[config.mk]
export PLATFORM = sky130hd
export DESIGN_NAME = hamming_decoder
export DESIGN_NICKNAME = d
export VERILOG_FILES = /design/src/rtl/hamming_decoder.sv
export SDC_FILE = /design/constraint.sdc
export NUM_CORES = 1
export LEC_CHECK = 0
export CORE_UTILIZATION = 40
export CTS_CLUSTER_SIZE = 8
export DETAILED_ROUTE_END_ITERATION = 6
export SYNTH_ARGS = -nofsm -noshare
export SYNTH_HDL_FRONTEND = slang
export SYNTH_SLANG_ARGS = --single-unit
[constraint.sdc]
create_clock -name clk -period 3 [get_ports clk]
set_clock_uncertainty 0.15 [all_clocks]
set_input_delay 0.6 -clock clk [delete_from_list [all_inputs] [get_ports clk]]
set_output_delay 0.6 -clock clk [all_outputs]
set_load 0.02 [all_outputs]
[src/rtl/hamming_decoder.sv]
// hamming_decoder
//   Receive-side Hamming(16,11) SECDED decoder. Collects a codeword as two
//   bytes (low byte first), checks syndrome and overall parity, corrects a
//   single-bit error, flags a double-bit error and hands out one
//   status-tagged result per codeword over a valid/ready stream.
//
// Ports
//   clk         clock, rising edge
//   rst_n       asynchronous active-low reset
//   in_valid    in_byte is valid
//   in_ready    decoder accepts a byte this cycle (state LO/HI)
//   in_byte     codeword byte, b7..b0 first then b15..b8
//   out_valid   out_word holds a decoded result (state OUT)
//   out_ready   consumer takes out_word this cycle
//   out_word    {status[1:0], 3'b000, d11..d1}
//   clear_cnt   synchronous clear of both error counters
//   cnt_single  saturating count of status-01 codewords
//   cnt_double  saturating count of status-10 codewords
//
// state | meaning
// LO    | waiting for low byte (b7..b0)
// HI    | waiting for high byte (b15..b8)
// DEC   | decode latched codeword, load out_word, bump counters
// OUT   | result presented, held until out_ready
module hamming_decoder #(
  parameter int CNT_W = 8
) (
  input  logic             clk,
  input  logic             rst_n,
  input  logic             in_valid,
  output logic             in_ready,
  input  logic [7:0]       in_byte,
  output logic             out_valid,
  input  logic             out_ready,
  output logic [15:0]      out_word,
  input  logic             clear_cnt,
  output logic [CNT_W-1:0] cnt_single,
  output logic [CNT_W-1:0] cnt_double
);

  typedef enum logic [1:0] {LO, HI, DEC, OUT} state_t;

  localparam logic [CNT_W-1:0] CNT_MAX = '1;

  state_t      state;
  logic [7:0]  lo_byte;
  logic [7:0]  hi_byte;

  logic [15:0] cw;
  logic [15:0] fixed;
  logic [3:0]  syn;
  logic        par;
  logic [1:0]  status;
  logic [10:0] data;

  // Handshake flags come straight from the state register, so there is no
  // combinational path from in_valid or out_ready.
  assign in_ready  = (state == LO) || (state == HI);
  assign out_valid = (state == OUT);

  always_comb begin
    cw     = {hi_byte, lo_byte};
    syn    = 4'd0;
    for (int i = 1; i < 16; i++) begin
      if (cw[i]) syn = syn ^ 4'(i);
    end
    par    = ^cw;
    fixed  = cw;
    status = 2'b00;
    if (syn != 4'd0 && par) begin
      fixed[syn] = ~cw[syn];
      status     = 2'b01;
    end else if (syn == 4'd0 && par) begin
      // only p0 is wrong; data bits are untouched
      status = 2'b01;
    end else if (syn != 4'd0 && !par) begin
      // double error: data passed through uncorrected
      status = 2'b10;
    end
    data = {fixed[15:9], fixed[7:5], fixed[3]};
  end

  always_ff @(posedge clk or negedge rst_n) begin
    if (!rst_n) begin
      state    <= LO;
      lo_byte  <= 8'h00;
      hi_byte  <= 8'h00;
      out_word <= 16'h0000;
    end else begin
      case (state)
        LO: begin
          if (in_valid) begin
            lo_byte <= in_byte;
            state   <= HI;
          end
        end
        HI: begin
          if (in_valid) begin
            hi_byte <= in_byte;
            state   <= DEC;
          end
        end
        DEC: begin
          out_word <= {status, 3'b000, data};
          state    <= OUT;
        end
        OUT: begin
          if (out_ready) state <= LO;
        end
        default: state <= LO;
      endcase
    end
  end

  // Clear takes priority over an increment landing in the same cycle.
  always_ff @(posedge clk or negedge rst_n) begin
    if (!rst_n) begin
      cnt_single <= '0;
      cnt_double <= '0;
    end else if (clear_cnt) begin
      cnt_single <= '0;
      cnt_double <= '0;
    end else if (state == DEC) begin
      if (status == 2'b01 && cnt_single != CNT_MAX) cnt_single <= cnt_single + 1'b1;
      if (status == 2'b10 && cnt_double != CNT_MAX) cnt_double <= cnt_double + 1'b1;
    end
  end

endmodule

==> run summary <==
=================================================================================
Status                                                                  completed
CTS Sinks                                                                      47
Clock Latency Late Sink                                                   0.30 ns
Buffer depth of the longest clock path                                          2
Total congestion overflow after global routing                                  0
Number of levels the H-tree was split into                                      2
Synth async-reset ratio                                                      100%
Final total negative setup slack                                             0 ns
Max-cap viol count                                                              0
Family with the most delay on the worst path                         simple AND/OR/NAND/NOR gates
Total of cells resized after clock tree synthesis                               0
Most numerous cell in the Yosys netlist                              sky130_fd_sc_hd__dfrtp_1
Maximum number of pins on one net before global-route repair                   27
Top-level I/O count                                                            47
Final estimated routing congestion in global placement                      0.896
Initial Utilization                                                         42.1%
Antenna-violating nets left                                                     0
Number of cells on the worst reg-to-reg path                                    7
Post-layout minimum cycle time                                            2.74 ns
Number of distinct library cells after synthesis                               54
Yosys warning count                                                             0
Startpoint class of the critical path                                   flip-flop
Die area                                                               7620 sq um
Final-report hold violation count                                               0
Root cell of the clock tree                                          sky130_fd_sc_hd__clkbuf_8
Normalized max-slew margin                                                  55.2%
Library cell occupying the most area in the post-synthesis netlist   sky130_fd_sc_hd__dfrtp_1
Synthesized netlist cell count                                                283
Max-slew violation total from the final report                                  0
Vertical extent of the die                                                87.3 um
Die X-Extent                                                              87.3 um
Crit end category                                                       flip-flop
Data arrival at the endpoint of the critical path                         2.83 ns
Least-Margin Pin Slew                                                    0.668 ns
N_diodes                                                                        0
Register bit count reported by yosys                                           47
Synth top cells by count                                             47 x sky130_fd_sc_hd__dfrtp_1, 35 x sky130_fd_sc_hd__nor2_1, 28 x sky130_fd_sc_hd__xnor2_1, 18 x sky130_fd_sc_hd__mux2_2, 15 x sky130_fd_sc_hd__nand2_1
Number of synthesized flops with an enable pin                                  0
Bufs and invs on worst path                                                     0
Period utilization                                                          91.4%
WP depth                                                                        7
Number of antenna violations at the first check in global routing               0
Post-layout worst setup margin                                           0.257 ns
Ys flop type                                                         sky130_fd_sc_hd__dfrtp_1
Core area                                                              6910 sq um
Tightest Hold Check Type                                             primary input to asynchronous set/reset pin
Worst-path maximum fanout                                                       8
Slowest CP cell                                                      sky130_fd_sc_hd__dfrtp_1
Layout overhead on the synthesized area                                     23.0%
Number of clock buffers inserted by TritonCTS                                   5
RSZ-0062 raised after global routing                                           no
Worst hold margin                                                       0.0895 ns
Total DRC errors in the routed layout                                           0
Syn avg cell area                                                      10.3 sq um
Nets                                                                          348
Number of buffers added to fix hold violations after cts                        0
Number of detailed-routing iterations run before antenna repair                 6
Share of cells above drive strength 1                                       14.5%
Number of setup violations in the final report                                  0
Kind of critical path                                                flip-flop to flip-flop
Clock slew at reported path FFs                                           0.09 ns
Most area-consuming cells after synthesis                            sky130_fd_sc_hd__dfrtp_1 40%, sky130_fd_sc_hd__xnor2_1 8.4%, sky130_fd_sc_hd__mux2_2 7.0%, sky130_fd_sc_hd__nor2_1 4.5%, sky130_fd_sc_hd__xor2_1 3.0%
Count of buffers from port buffering                                           43
Via density per instance                                                     5.20
Post-DR wirelength/cell                                                   14.4 um
Combined area of all synthesized cells                                 2910 sq um
Post-CTS Setup Inserts                                                          0
Area share of the largest cell type after synthesis                         40.4%
Vias in the first global route                                               2095
Seq/Total Area, Yosys                                                       40.4%
Reg2reg setup slack                                                       0.26 ns
Fmax                                                                    0.365 GHz
Via count                                                                    2217
# rows                                                                         30
First-pass GRT wire length                                                10.3 mm
Final HPWL DP                                                             4.70 mm
Critical path's largest stage delay                                       0.52 ns
DRC violation total after the first TritonRoute iteration                      82
Worst slack at placement                                                 0.282 ns
Required time of the worst setup path                                     3.09 ns
Crit-path cells                                                      xnor2_4, xor2_1, nor3_1, o211ai_1, nand3_2, or4_1, a21oi_1
TritonCTS clock tree                                                          yes
GR Util All Layers                                                          17.8%
Final WL                                                                  6.12 mm
=================================================================================
==> registers in the layout, indices dropped and copies added (netlist names) <==
name and cells:
lo_byte 8, state 2, hi_byte 8, out_word 13, cnt_single 8, cnt_double 8
==> per-stage QoR <==
| step | area [sq um] | util [%] | instances |
|---|---|---|---|
| 2_1_floorplan | 2920 | - | 285 |
| 3_3_place_gp | 3440 | 49.8 | 418 |
| 3_5_place_dp | 3440 | 49.8 | 418 |
| 4_1_cts | 3580 | 51.8 | 426 |
| 5_1_grt | 3580 | 51.8 | 426 |
| 6_report | 3580 | 51.8 | 426 |
==> worst paths after layout <==
path	start	end
hold / removal	rst_n	cnt_double[5]
hold reg to reg	out_word[1]	out_word[1]
min in group clk	out_word[1]	out_word[1]
setup / recovery	hi_byte[7]	cnt_double[6]
setup reg to reg	hi_byte[7]	cnt_double[6]
max in group asynchronous	rst_n	hi_byte[7]
==> routing by layer <==
metal	vias up	GRT usage, %	share of wire (%)
met3	11	3.51	3.3
met5	-	0	0
met4	0	8.35	2.4
met2	54	29.8	48
met1	1074	22.0	46
li1	1078	-	-
==> final cells by class <==
cell class / instances / area, sq um
fillers: 647 / 3330
well taps: 96 / 120
clock buffers: 5 / 68.8
multi-input cells: 215 / 1630
clock inverters: 3 / 67.6
repair buffers: 51 / 485
flip-flops and latches: 47 / 1180
inverters: 9 / 33.8
==> layout by cell type (no fill, tap or decap), types with 3 or more instances in the layout <==
cell	n
sky130_fd_sc_hd__dfrtp_1	47
sky130_fd_sc_hd__clkdlybuf4s50_1	42
sky130_fd_sc_hd__nor2_1	35
sky130_fd_sc_hd__xnor2_1	28
sky130_fd_sc_hd__mux2_2	18
sky130_fd_sc_hd__nand2_1	15
sky130_fd_sc_hd__nor3_1	11
sky130_fd_sc_hd__a21oi_1	11
sky130_fd_sc_hd__xor2_1	10
sky130_fd_sc_hd__nand3_1	10
sky130_fd_sc_hd__inv_1	9
sky130_fd_sc_hd__o21ai_0	8
sky130_fd_sc_hd__buf_4	8
sky130_fd_sc_hd__ha_1	6
sky130_fd_sc_hd__clkbuf_8	5
sky130_fd_sc_hd__mux2i_1	4
sky130_fd_sc_hd__xnor2_2	3
sky130_fd_sc_hd__nand4_1	3
sky130_fd_sc_hd__o211a_1	3
sky130_fd_sc_hd__o21ai_1	3
sky130_fd_sc_hd__a31oi_1	3
sky130_fd_sc_hd__conb_1	3
==> cells by family after synthesis <==
family,Yosys count,share of synthesized area (%)
and+or+nand+nor,93,16.3
xor gates and xnor gates,48,18.6
DFF,47,40.4
AOI/OAI and AO/OA,41,9.03
muxes,23,8.73
buffers and inverters,23,3.91
adders and majority gates,7,2.92
other,1,0.129
Power is left out: the tool's default activity adds up to more than one toggle a clock period on the data nets, which glitch-free logic cannot reach.
==> RTL edit (same settings) <==
The parameter `CNT_W` goes from 8 to 9.
--- a/src/rtl/hamming_decoder.sv
+++ b/src/rtl/hamming_decoder.sv
@@ -25,3 +25,3 @@
 module hamming_decoder #(
-  parameter int CNT_W = 8
+  parameter int CNT_W = 9
 ) (
Interface: changed (resized cnt_double and cnt_single); port bits go from 47 to 49. The function was not compared with the original's and may differ.
==> RTL edit against the original RTL <==
Cell area grew 12%. Synthesized area grew 10%. Die area grew 10%. Routed wire length grew 14%. Critical path type unchanged. Setup slack lost 0.10 ns. Sequential cell count grew 2. Maximum frequency shrank 3.5%.
Power is not shown: default switching activity piles up to over one toggle a cycle in this logic, so the estimate is an artifact.
==> RTL edit: results (changes against the original RTL) <==
metric	value	unit	change
result of the run	complete, no violations		unchanged
CTS root buf	clkbuf_8		unchanged
number of antenna violations at the first check in global routing	0		unchanged
placed wire-length estimate	5350	um	was 4700 um
global-route wire length before repair	11800	um	was 10300 um
class of the tightest hold or removal check	in2async		unchanged
M1 wire length	3330	um	was 2800 um
layout net count	384		was 348
detailed route wirelength on metal3	284	um	was 203 um
primary flip-flop cell chosen by synthesis mapping	dfrtp_1		unchanged
highest net fanout along the worst path	6		was 8
ratio of cells with drive above 1 in the final layout	20.9	%	was 14.5%
delay of the slowest cell on the worst path	0.57	ns	was 0.52 ns
Async S/R FF share, synth	100	%	unchanged
H-Tree Level Count	2		unchanged
Slew headroom	57.4	%	was 55.2%
Total Routing Usage GR	17.9	%	was 17.8%
number of max-cap violations	0		unchanged
Final Max Slew Viols	0		unchanged
post-synthesis cell type count	55		was 54
count of inserted antenna diode cells	0		unchanged
met2 routed wirelength	3310	um	was 2960 um
final routed wirelength across all metal layers	7000	um	was 6120 um
CTS clk-pin slew, worst paths	0.10	ns	
Commonest cells post-synth	49 x dfrtp_1, 24 x xnor2_1, 22 x nor2_1, 19 x mux2_2		was 47 x dfrtp_1, 35 x nor2_1, 28 x xnor2_1, 18 x mux2_2, 15 x nand2_1
kind of cell with the highest combined delay on the critical path	XOR/XNOR gates		was simple AND/OR/NAND/NOR gates
Top Registers	out_word: 13 flops, cnt_double: 9 flops, cnt_single: 9 flops		
DRC violation total after the first TritonRoute iteration	124		was 82
top sig layer	met4		unchanged
most frequent cell after synthesis	dfrtp_1		unchanged
port bufs	45		was 43
TritonCTS Buffers	5		unchanged
warning count from the yosys run	0		unchanged
Clk Latency, worst-skew pair	0.31	ns	
data arrival time of the critical path	2.88	ns	was 2.83 ns
Detailed Routing Iterations Pass 1	6		unchanged
maximum number of pins on one net before global-route repair	27		unchanged
cell type of the slowest stage on the worst timing path	xnor3_2		was dfrtp_1
number of buffers between clock root and the deepest sink	2		unchanged
final RePlAce weighted congestion	0.831		was 0.896
ranking of synthesized cells by area	dfrtp_1 38%, mux2_2 6.7%, xnor2_1 6.5%, ha_1 3.1%, nor2_1 2.6%		was dfrtp_1 40%, xnor2_1 8.4%, mux2_2 7.0%, nor2_1 4.5%, xor2_1 3.0%
share of synthesized area occupied by flip-flops and latches	38.2	%	was 40.4%
number of global-route vias before repair	2306		was 2095
Vias/cell	5.26		was 5.20
==> RTL edit: worst paths after layout <==
check                             startpoint            to  slack (ns)  cells after the start
worst max-delay path              hi_byte[1]   out_word[9]        0.16                      7
worst min-delay path                   rst_n   out_word[5]        0.07                      1
worst max register to register    hi_byte[1]   out_word[9]        0.16                      7
worst min register to register  out_word[14]  out_word[14]        0.38                      2
max in group asynchronous              rst_n    hi_byte[3]        2.01                      2
min in group clk                out_word[14]  out_word[14]        0.38                      2
==> RTL edit: cell type report <==
| class | instances | area [um^2] |
|---|---|---|
| clock inverter | 3 | 47.5 |
| inverter | 10 | 37.5 |
| multi-input combinational | 234 | 1920 |
| sequential | 49 | 1230 |
| timing repair buffer | 63 | 581 |
| clock buffer | 5 | 68.8 |
| tap | 102 | 128 |
| fill | 729 | 3760 |
==> RTL edit: what timing repair did <==
item | CTS | global route
buffers inserted | 0 | 0
gates resized for setup | 0 | 5
setup endpoints to repair | 0 | 13
hold endpoints to repair | 0 | 0
==> RTL edit: logic make-up after synthesis <==
group	after synthesis	synth area share, %
flops	49	38.2
mux	27	9.54
simple gates	93	15.5
other cells	1	0.117
buf+inv	25	3.47
xor+xnor	43	17.2
compound gates	59	12.6
fa+ha+maj	9	3.43
==> RTL edit: through the flow <==
step	hold WS [ns]	cell area (um^2)	setup slack [ns]	instances	utilization, %
after global placement	0.363	3850	0.147	458	49.6
after detailed placement	0.372	3850	0.124	458	49.6
after floorplan	0.154	3220	0.245	308	-
final	0.0680	4010	0.157	466	51.6
after global routing	0.104	4010	0.0278	466	51.6
after CTS	0.0796	3970	0.0964	466	51.1
==> RTL edit: metal layers <==
layer	GRT usage (%)	vias to the layer above
li1	-	1205
met1	25.9	1185
met2	27.6	57
met3	2.82	5
met4	4.76	0
met5	0	-
